[src/rtl/mem_arbiter_pkg.sv]
// Shared definitions for the flow-table memory port arbiter: bus widths,
// arbiter state encoding and parameter defaults.
package mem_arbiter_pkg;

    localparam int   ADDR_BUS = 32;
    localparam int   DATA_BUS = 32;
    localparam logic TRUE     = 1'b1;
    localparam logic FALSE    = 1'b0;

    localparam int NUM_REQ_DEF  = 4;
    localparam int MAX_HOLD_DEF = 256;

    typedef enum logic {
        IDLE,
        OWNED
    } ARB_STATE;

endpackage

[src/rtl/mem_arbiter_if.sv]
// Requester-side and memory-side bundle of the arbiter. The slave modport is
// the arbiter's view; master is the view of the engines plus memory model.
interface mem_arbiter_if
    import mem_arbiter_pkg::*;
#(
    parameter int NUM_REQ = NUM_REQ_DEF
);
    logic [NUM_REQ-1:0]               req_ce_i;
    logic [NUM_REQ-1:0]               req_we_i;
    logic [NUM_REQ-1:0][ADDR_BUS-1:0] req_addr_i;
    logic [NUM_REQ-1:0][3:0]          req_width_i;
    logic [NUM_REQ-1:0][DATA_BUS-1:0] req_data_i;
    logic [NUM_REQ-1:0]               req_ready_o;
    logic [DATA_BUS-1:0]              req_data_o;

    logic                mem_ce_o;
    logic                mem_we_o;
    logic [ADDR_BUS-1:0] mem_addr_o;
    logic [3:0]          mem_width_o;
    logic [DATA_BUS-1:0] mem_data_o;
    logic [DATA_BUS-1:0] mem_data_i;
    logic                mem_ready_i;

    modport slave (
        input  req_ce_i, req_we_i, req_addr_i, req_width_i, req_data_i,
        input  mem_data_i, mem_ready_i,
        output req_ready_o, req_data_o,
        output mem_ce_o, mem_we_o, mem_addr_o, mem_width_o, mem_data_o
    );

    modport master (
        output req_ce_i, req_we_i, req_addr_i, req_width_i, req_data_i,
        output mem_data_i, mem_ready_i,
        input  req_ready_o, req_data_o,
        input  mem_ce_o, mem_we_o, mem_addr_o, mem_width_o, mem_data_o
    );

endinterface

[src/rtl/mem_arbiter_rr_picker.sv]
// Round-robin picker: first set bit of req scanning upward from ptr with
// wrap-around, returned one-hot together with a found flag.
module rr_picker #(
    parameter int NUM_REQ = 4
) (
    input  logic [NUM_REQ-1:0]         req,
    input  logic [$clog2(NUM_REQ)-1:0] ptr,
    output logic [NUM_REQ-1:0]         grant,
    output logic                       valid
);

    always_comb begin
        grant = '0;
        valid = 1'b0;
        for (int i = 0; i < NUM_REQ; i++) begin
            if (!valid && req[(int'(ptr) + i) % NUM_REQ]) begin
                grant[(int'(ptr) + i) % NUM_REQ] = 1'b1;
                valid = 1'b1;
            end
        end
    end

endmodule

[src/rtl/mem_arbiter.sv]
// Round-robin owner of the single flow-table memory port. An engine keeps the
// grant for as long as it holds chip-enable; the port is then muxed straight through.
module mem_arbiter
    import mem_arbiter_pkg::*;
#(
    parameter int NUM_REQ  = NUM_REQ_DEF,
    parameter int MAX_HOLD = MAX_HOLD_DEF
) (
    input  logic               clk,
    input  logic               rst,
    mem_arbiter_if.slave       bus,
    output logic [NUM_REQ-1:0] grant_o,
    output logic               busy_o,
    output logic               timeout_o
);

    localparam int                PTR_W     = $clog2(NUM_REQ);
    localparam int                HOLD_W    = $clog2(MAX_HOLD + 1);
    localparam logic [HOLD_W-1:0] HOLD_MAX  = HOLD_W'(MAX_HOLD);
    localparam logic [HOLD_W-1:0] HOLD_LAST = HOLD_W'(MAX_HOLD - 1);
    localparam logic [PTR_W-1:0]  LAST_IDX  = PTR_W'(NUM_REQ - 1);

    ARB_STATE           state;
    logic [PTR_W-1:0]   rr_ptr;
    logic [PTR_W-1:0]   owner;
    logic [PTR_W-1:0]   pick_idx;
    logic [HOLD_W-1:0]  hold_cnt;
    logic [NUM_REQ-1:0] pick_oh;
    logic               pick_vld;

    rr_picker #(.NUM_REQ(NUM_REQ)) u_picker (
        .req   (bus.req_ce_i),
        .ptr   (rr_ptr),
        .grant (pick_oh),
        .valid (pick_vld)
    );

    always_comb begin
        pick_idx = '0;
        for (int i = 0; i < NUM_REQ; i++)
            if (pick_oh[i]) pick_idx = PTR_W'(i);
    end

    always_ff @(posedge clk or negedge rst) begin
        if (!rst) begin
            state     <= IDLE;
            grant_o   <= '0;
            busy_o    <= FALSE;
            owner     <= '0;
            rr_ptr    <= '0;
            hold_cnt  <= '0;
            timeout_o <= FALSE;
        end else begin
            case (state)
                IDLE: begin
                    if (pick_vld) begin
                        state    <= OWNED;
                        grant_o  <= pick_oh;
                        busy_o   <= TRUE;
                        owner    <= pick_idx;
                        hold_cnt <= '0;
                    end
                end
                OWNED: begin
                    if (!bus.req_ce_i[owner]) begin
                        state    <= IDLE;
                        grant_o  <= '0;
                        busy_o   <= FALSE;
                        rr_ptr   <= (owner == LAST_IDX) ? '0 : owner + PTR_W'(1);
                        hold_cnt <= '0;
                    end else begin
                        // hold_cnt counts held cycles already completed; this one is number hold_cnt+1
                        if (hold_cnt != HOLD_MAX) hold_cnt <= hold_cnt + HOLD_W'(1);
                        if (hold_cnt >= HOLD_LAST) timeout_o <= TRUE;
                    end
                end
                default: state <= IDLE;
            endcase
        end
    end

    // Owner path is purely combinational so each beat reaches memory with no added latency.
    always_comb begin
        bus.mem_ce_o    = 1'b0;
        bus.mem_we_o    = 1'b0;
        bus.mem_addr_o  = '0;
        bus.mem_width_o = '0;
        bus.mem_data_o  = '0;
        if (state == OWNED) begin
            bus.mem_ce_o    = bus.req_ce_i[owner];
            bus.mem_we_o    = bus.req_we_i[owner];
            bus.mem_addr_o  = bus.req_addr_i[owner];
            bus.mem_width_o = bus.req_width_i[owner];
            bus.mem_data_o  = bus.req_data_i[owner];
        end
    end

    assign bus.req_ready_o = grant_o & {NUM_REQ{bus.mem_ready_i}};
    assign bus.req_data_o  = bus.mem_data_i;

endmodule

[src/flat_wrapper.sv]
// flat-port wrapper written by rule: the top's interface ports become plain ports
module mem_arbiter_flat import mem_arbiter_pkg::*;
#(
    parameter int NUM_REQ  = NUM_REQ_DEF,
    parameter int MAX_HOLD = MAX_HOLD_DEF
)
  (clk, rst, grant_o, busy_o, timeout_o, bus_req_ce_i, bus_req_we_i, bus_req_addr_i, bus_req_width_i, bus_req_data_i, bus_mem_data_i, bus_mem_ready_i, bus_req_ready_o, bus_req_data_o, bus_mem_ce_o, bus_mem_we_o, bus_mem_addr_o, bus_mem_width_o, bus_mem_data_o);
  mem_arbiter_if #(.NUM_REQ(NUM_REQ)) bus_i ();
  input  logic clk;
  input  logic rst;
  output logic [NUM_REQ-1:0] grant_o;
  output logic busy_o;
  output logic timeout_o;
  input wire logic [$bits(bus_i.req_ce_i)-1:0] bus_req_ce_i;
  input wire logic [$bits(bus_i.req_we_i)-1:0] bus_req_we_i;
  input wire logic [$bits(bus_i.req_addr_i)-1:0] bus_req_addr_i;
  input wire logic [$bits(bus_i.req_width_i)-1:0] bus_req_width_i;
  input wire logic [$bits(bus_i.req_data_i)-1:0] bus_req_data_i;
  input wire logic [$bits(bus_i.mem_data_i)-1:0] bus_mem_data_i;
  input wire logic [$bits(bus_i.mem_ready_i)-1:0] bus_mem_ready_i;
  output wire logic [$bits(bus_i.req_ready_o)-1:0] bus_req_ready_o;
  output wire logic [$bits(bus_i.req_data_o)-1:0] bus_req_data_o;
  output wire logic [$bits(bus_i.mem_ce_o)-1:0] bus_mem_ce_o;
  output wire logic [$bits(bus_i.mem_we_o)-1:0] bus_mem_we_o;
  output wire logic [$bits(bus_i.mem_addr_o)-1:0] bus_mem_addr_o;
  output wire logic [$bits(bus_i.mem_width_o)-1:0] bus_mem_width_o;
  output wire logic [$bits(bus_i.mem_data_o)-1:0] bus_mem_data_o;
  assign bus_i.req_ce_i = bus_req_ce_i;
  assign bus_i.req_we_i = bus_req_we_i;
  assign bus_i.req_addr_i = bus_req_addr_i;
  assign bus_i.req_width_i = bus_req_width_i;
  assign bus_i.req_data_i = bus_req_data_i;
  assign bus_i.mem_data_i = bus_mem_data_i;
  assign bus_i.mem_ready_i = bus_mem_ready_i;
  assign bus_req_ready_o = bus_i.req_ready_o;
  assign bus_req_data_o = bus_i.req_data_o;
  assign bus_mem_ce_o = bus_i.mem_ce_o;
  assign bus_mem_we_o = bus_i.mem_we_o;
  assign bus_mem_addr_o = bus_i.mem_addr_o;
  assign bus_mem_width_o = bus_i.mem_width_o;
  assign bus_mem_data_o = bus_i.mem_data_o;
  mem_arbiter #(.NUM_REQ(NUM_REQ), .MAX_HOLD(MAX_HOLD)) u_core (.clk(clk), .rst(rst), .bus(bus_i), .grant_o(grant_o), .busy_o(busy_o), .timeout_o(timeout_o));
endmodule
[config.mk]
export PLATFORM = sky130hd
export DESIGN_NAME = mem_arbiter_flat
export DESIGN_NICKNAME = d
export VERILOG_FILES = /design/src/rtl/mem_arbiter_pkg.sv /design/src/rtl/mem_arbiter_if.sv /design/src/rtl/mem_arbiter_rr_picker.sv /design/src/rtl/mem_arbiter.sv /design/src/flat_wrapper.sv
export SDC_FILE = /design/constraint.sdc
export NUM_CORES = 1
export LEC_CHECK = 0
export CAP_MARGIN = 30
export CORE_AREA = 3 3 163 165
export CTS_CLUSTER_SIZE = 10
export DETAILED_ROUTE_END_ITERATION = 8
export DIE_AREA = 0 0 166 168
export MAX_ROUTING_LAYER = met4
export PLACE_DENSITY = 0.52
export SKIP_CTS_REPAIR_TIMING = 1
export SLEW_MARGIN = 20
export SYNTH_ARGS = -nofsm -noshare
export SYNTH_HDL_FRONTEND = slang
export SYNTH_HIERARCHICAL = 1
export SYNTH_SLANG_ARGS = --single-unit
[constraint.sdc]
create_clock -name clk -period 2.7 [get_ports clk]
set_clock_uncertainty 0.2 [all_clocks]
set_input_delay 0.405 -clock clk [delete_from_list [all_inputs] [get_ports clk]]
set_output_delay 0.405 -clock clk [all_outputs]
set_load 0.05 [all_outputs]
=== After elaboration in Yosys (flattened, before gate mapping) ===
Cells that the tools add are included.

* Bits in registers: 20
* Word-level logic and storage cells: 113

* $add $sub $neg: 5
* Magnitude comparators: 10
* Equality and inequality tests: 5
* Muxes and demuxes: 59
* Bitwise logic cells: 9
* Reduce and logical (&&, ||, !) cells: 18

{| class="wikitable"
|+ Operator list
! cell !! count
|-
| binary-select mux 32 bit (select 2 bit) || 2
|-
| 2-to-1 mux 32 bit || 4
|-
| 2-to-1 mux 4 bit || 8
|-
| 2-to-1 mux 9 bit || 3
|-
| 2-to-1 mux 1 bit || 24
|-
| case mux 9 bit (2 select lines) || 1
|-
| binary-select mux 1 bit (select 2 bit) || 6
|-
| < comparator 3 x 4 -> 1 bit, second input constant || 3
|-
| bitwise OR 4 bit || 3
|-
| adder 9 x 1 -> 9 bit, second input constant || 1
|-
| >= comparator 3 x 1 -> 1 bit, second input constant || 3
|-
| >= comparator 9 x 8 -> 1 bit, second input constant || 1
|-
| inequality test 9 bit, second input constant || 1
|-
| binary-select mux 4 bit (select 2 bit) || 1
|-
| demux 1 bit (select 2 bit) || 4
|-
| case mux 4 bit (2 select lines) || 1
|-
| AND reduction 2 bit || 4
|-
| logical AND 1 bit || 7
|-
| < comparator 2 x 3 -> 1 bit, second input constant || 2
|-
| 2-to-1 mux 2 bit || 3
|-
| OR reduction 2 bit || 3
|-
| adder 2 x 1 -> 2 bit, second input constant || 2
|-
| adder 2 bit, second input constant || 2
|-
| AND 4 bit || 1
|-
| other kinds (10) || 16
|}

=== Longest topological paths before layout ===
* Depth in word-level cells: 17
* Depth in mapped cells: 10
* Depth with buffers taken out: 9

=== By module ===
Netlist, hierarchy kept.

{| class="wikitable"
|+ Modules (own cells, without submodules)
! module !! instances !! cells an instance !! area each (sq um)
|-
| mem_arbiter || 1 || 301 || 3345.7
|-
| rr_picker || 1 || 62 || 470.5
|}

=== Worst setup path after synthesis ===
Ideal clock, no wire load.

* Kind: reg-to-reg
* Start point: reg u_core.rr_ptr[1]
* End point: reg u_core.owner[0]
* Arrival time: 2068 ps
* Data required time: 2368 ps
* Path slack: 301 ps
* Stages on the path, launching flop included: 11
* Buffers on the path: 1
* Cell sequence: dfrtp_1 > buf_2 > inv_1 > ha_1 > mux2i_1 > mux2_2 > a2111oi_2 > o2bb2ai_1 > inv_1 > a21oi_1 > a21oi_1

{| class="wikitable"
|+ RTL lines
! item !! RTL line !! text
|-
| start: declaration || mem_arbiter.sv:24 || <nowiki>logic [PTR_W-1:0] rr_ptr;</nowiki>
|-
| start signal: assignment || mem_arbiter.sv:69 || <nowiki>rr_ptr <= (owner == LAST_IDX) ? '0 : owner + PTR_W'(1);</nowiki>
|-
| adder 2 x 1 -> 2 bit || mem_arbiter_rr_picker.sv:16, mem_arbiter_rr_picker.sv:17 ||
|-
| OR reduction 2 bit (no line) || -- ||
|-
| AND 1 bit (no line) || -- ||
|-
| < comparator 3 x 4 -> 1 bit (not written as such) / >= comparator 3 x 1 -> 1 bit (equally long branches) || mem_arbiter_rr_picker.sv:17 || <nowiki>grant[(int'(ptr) + i) % NUM_REQ] = 1'b1;</nowiki>
|-
| logical AND 1 bit (not written as such) || mem_arbiter_rr_picker.sv:17 ||
|-
| 2-to-1 mux 1 bit (not written as such) || mem_arbiter_rr_picker.sv:17 ||
|-
| demux 1 bit (select 2 bit) || mem_arbiter_rr_picker.sv:17 ||
|-
| bitwise OR 4 bit (no line) || -- ||
|-
| 2-to-1 mux 4 bit || mem_arbiter_rr_picker.sv:16 || <nowiki>if (!valid && req[(int'(ptr) + i) % NUM_REQ]) begin</nowiki>
|-
| bitwise OR 4 bit (no line) || -- ||
|-
| 2-to-1 mux 4 bit || mem_arbiter_rr_picker.sv:16 ||
|-
| bitwise OR 4 bit (no line) || -- ||
|-
| 2-to-1 mux 4 bit * || mem_arbiter_rr_picker.sv:16 ||
|-
| via u_core.pick_oh[2] || mem_arbiter.sv:28 || <nowiki>logic [NUM_REQ-1:0] pick_oh;</nowiki>
|-
| 2-to-1 mux 2 bit * (2 in series) || mem_arbiter.sv:41 || <nowiki>if (pick_oh[i]) pick_idx = PTR_W'(i);</nowiki>
|-
| end signal: assignment || mem_arbiter.sv:60 || <nowiki>owner <= pick_idx;</nowiki>
|-
| end: declaration || mem_arbiter.sv:25 || <nowiki>logic [PTR_W-1:0] owner;</nowiki>
|}

Mark *: on every way through the listed nets, which the timed path passes. The rest lies on a longest branch. The select of a mux whose other input is x is not followed.
A chain may end at the register's enable or synchronous reset.

=== Final worst setup path ===
* Start point: reg u_core.owner[0]
* End point: out bus_mem_data_o[10]

* Longest elaborated chain between the ends: 3

{| class="wikitable"
|+ RTL lines
! item !! RTL line !! text
|-
| binary-select mux 32 bit (select 2 bit) || mem_arbiter.sv:94 || <nowiki>bus.mem_data_o = bus.req_data_i[owner];</nowiki>
|-
| 2-to-1 mux 32 bit (not written as such) || mem_arbiter.sv:94 ||
|-
| 2-to-1 mux 32 bit || mem_arbiter.sv:89 || <nowiki>if (state == OWNED) begin</nowiki>
|-
| end: declaration || flat_wrapper.sv:27 || <nowiki>output wire logic [$bits(bus_i.mem_data_o)-1:0] bus_mem_data_o;</nowiki>
|}

No other way between the ends. The select of a mux whose other input is x is not followed.

==> impl_metrics.py <==
metrics = {
    "sta": {
        "max_freq_mhz": 383.5,
        "rsz0062_at_grt": "false",
        "period_needed_ps": 2608,
        "timing.final.crit_share": 0.9658,
        "setup_viol": 0,
        "holdWs_ps": 254.9,
        "relSlewSlack": 0.6305,
        "finalHoldViolCount": 0,
        "worst_pin_slew_ps": 554.3,
        "fin_tns_setup_ps": 0,
        "slew_violations": 0,
    },
    "final_layout": {
        "syn_to_final_growth_pct": 109.1,
        "drive_gt1_frac": 0.2631,
        "nets": 1014,
        "layoutNonFillerInstCount": 1020,
        "design_area_um2": 7981,
    },
    "routing": {
        "routed-via-count": 4280,
        "routed_wl_um": 20680,
        "drt_iter0_markers": 166,
        "top_layer_used": "met4",
        "wl_met1_um": 8154,
        "wl_per_cell_um": 20.27,
        "met3WireLength_um": 1808,
        "via_per_inst": 4.196,
        "wl_met2_um": 10440,
        "firstDrtPassIters": 4,
        "antenna_left": 0,
        "drc_errors": 0,
    },
    "global_route": {
        "grt_pass1_wl_um": 30450,
        "track_usage": 0.1453,
        "antenna_found_initial": 3,
        "grt_overflow_total": 0,
        "grt_max_degree": 43,
        "grt_pass1_vias": 4600,
    },
    "floorplanning": {
        "core_area_um2": 25180,
        "io_pins": 427,
        "start_util": 0.1515,
        "die_h_um": 168,
        "die-area_um2": 27890,
        "rows": 58,
        "chipWidth_um": 166,
    },
    "min_path": {
        "whs_endpoint": "u_core/timeout_o",
        "hp-start": "u_core/timeout_o",
        "hold_depth": 1,
        "min_path_type": "reg -> reg",
    },
    "clock_tree": {
        "cts-root-buf": "clkbuf_16",
        "clock_latency_ps": 250,
        "cts_num_sinks": 20,
        "cts_buffers": 3,
        "clock_path_buffers": 2,
        "clk_pin_slew_ps": 60,
        "cts-htree-levels": 1,
        "cts_tree": "done",
    },
    "synthesis": {
        "ys_seq_area_frac": 0.1311,
        "syn-cell-area_um2": 3816,
        "synth_flop_cell": "dfrtp_1",
        "synth_seq_cells": 20,
        "synth_edf_count": 0,
        "syn_inst": 363,
        "synth_async_sr_flop_share": 1.000,
        "synth_warnings": 6,
        "avgSynthCellArea_um2": 10.51,
        "synthesis.nets": 688,
        "synth_cell_types": 46,
    },
    "setup_path": {
        "reg2reg_depth": 9,
        "path_class": "reg -> out",
        "critPathMostFrequentCell": "buf_4",
        "critical_path.top_delay_family": "buffers and inverters",
        "endpoint_kind": "output port",
        "path_buf_inv": 3,
        "r2r_end": "u_core/owner[0]",
        "crit_arrival_ps": 2000,
        "worstPathRequired_ps": 2100,
        "crit_chain": "buf_12 -> buf_4 -> mux4_2 -> and2_1 -> buf_4",
        "cpPeakStageDelay_ps": 490,
        "r2r-start": "u_core/rr_ptr[0]",
        "critPathMaxFanout": 20,
        "crit_slowest_cell": "mux4_2",
        "rrSetupSlack_ps": 300,
        "critPathLaunchType": "flip-flop",
    },
    "place": {
        "placed_cell_area_um2": 7888,
        "dp_hpwl_um": 17970,
        "io_buffers": 362,
        "gp_congestion": 0.8627,
        "post-place-cells": 1014,
    },
    "power_and_ir_drop": {
        "power.density_nw_per_um2": 1092,
        "total_power_mw": 8.715,
        "power.leakage_nw": 3.048,
        "peakVddDrop_v": 0.0006772,
    },
    "job": {
        "maxCapViolations": 0,
    },
    "outcome": {
        "status": "finished clean",
    },
}
==> power breakdown <==
part           leakage, nW  internal, mW  switching (mW)
clock network       0.0442         0.226           0.110
logic                 2.75          3.52            4.34
registers            0.257         0.390           0.135
total                 3.05          4.13            4.58
==> stage by stage <==
step	setup WS, ps	utilization
finish	92.22	0.3170
global route	13.82	0.3170
CTS	73.69	0.3168
detailed placement	38.26	0.3132
global placement	99.42	0.3132
floorplan	300.5	-
==> sequential cells by signal, indices dropped and copies added (netlist names) <==
| name | cells |
|---|---|
| u_core/owner | 2 |
| u_core/rr_ptr | 2 |
| u_core/timeout_o | 1 |
| u_core/state | 1 |
| u_core/hold_cnt | 9 |
| u_core/grant_o | 4 |
| u_core/busy_o | 1 |
==> how the worst max path moves through the flow <==
stage                                 from                 end  slack [ps]  cells after the start
after global routing       u_core/owner[0]  bus_mem_data_o[27]          10                      5
after floorplan           u_core/rr_ptr[1]     u_core/owner[0]         300                     10
after CTS                  u_core/owner[0]  bus_mem_data_o[10]          70                      5
final                      u_core/owner[0]  bus_mem_data_o[10]          90                      5
after detailed placement   bus_req_ce_i[0]     u_core/owner[0]          40                      9
after global placement     bus_req_ce_i[0]     u_core/owner[0]         100                      8
==> worst reg2reg max path, stage by stage, from the launching register on <==
cell,delay (ps)
dfrtp_1,380
inv_1,140
ha_1,320
mux2i_1,170
mux2_2,330
a2111oi_2,310
o2bb2ai_1,140
inv_1,90
a21oi_1,70
a21oi_1,160
==> cells by family (layout without fill, tap and decap cells) <==
logic type	count (synthesis)	in the layout	synth area share
AOI/OAI and AO/OA	39	39	0.07738
muxes	80	80	0.4403
other	0	2	0
buffers and inverters	71	396	0.1085
adders and majority gates	10	10	0.03279
and+or+nand+nor	143	143	0.2098
DFF	20	20	0.1311
==> cells in the final DEF, fill, tap and decap left out, types with 10 or more instances in the layout <==
master           instances
and2_1                  73
dfrtp_1                 17
mux4_2                  70
nor2_1                  15
clkdlybuf4s50_1        288
ha_1                    10
buf_4                   59
nand2_1                 25
buf_12                  35
==> Yosys cell counts, drive strengths merged, types with 2 or more instances <==
master	n	area (µm²)
o2bb2ai	5	43.79
and2	73	456.7
o311ai	5	43.80
nor3b	2	15.01
buf	45	316.5
ha	10	125.1
nor2	16	62.56
clkbuf	16	60.06
o22ai	9	56.30
nand3	10	55.05
dfrtp	20	500.5
mux2	3	33.78
mux2i	7	70.07
o21ai	6	30.03
mux4	70	1577
a21oi	4	20.02
a211oi	2	15.01
a2111oi	2	30.03
inv	10	37.53
nand2	26	100.1
nand2b	5	31.28
==> area by class of cell <==
cell class	count	area [µm²]
flip-flops and latches	20	509.2
multi-input cells	272	2902
diodes	2	5.005
clock buffers	4	88.84
fillers	2545	17200
repair buffers	382	4026
inverters	10	37.54
well taps	330	412.9
==> per-layer routing <==
| layer | global-route usage | vias to the layer above |
|---|---|---|
| met5 | - | - |
| met4 | 0.02170 | 0 |
| met3 | 0.04461 | 14 |
| met2 | 0.2464 | 194 |
| met1 | 0.1748 | 2068 |
| li1 | - | 2004 |
Power figures use the tool's default switching activity.
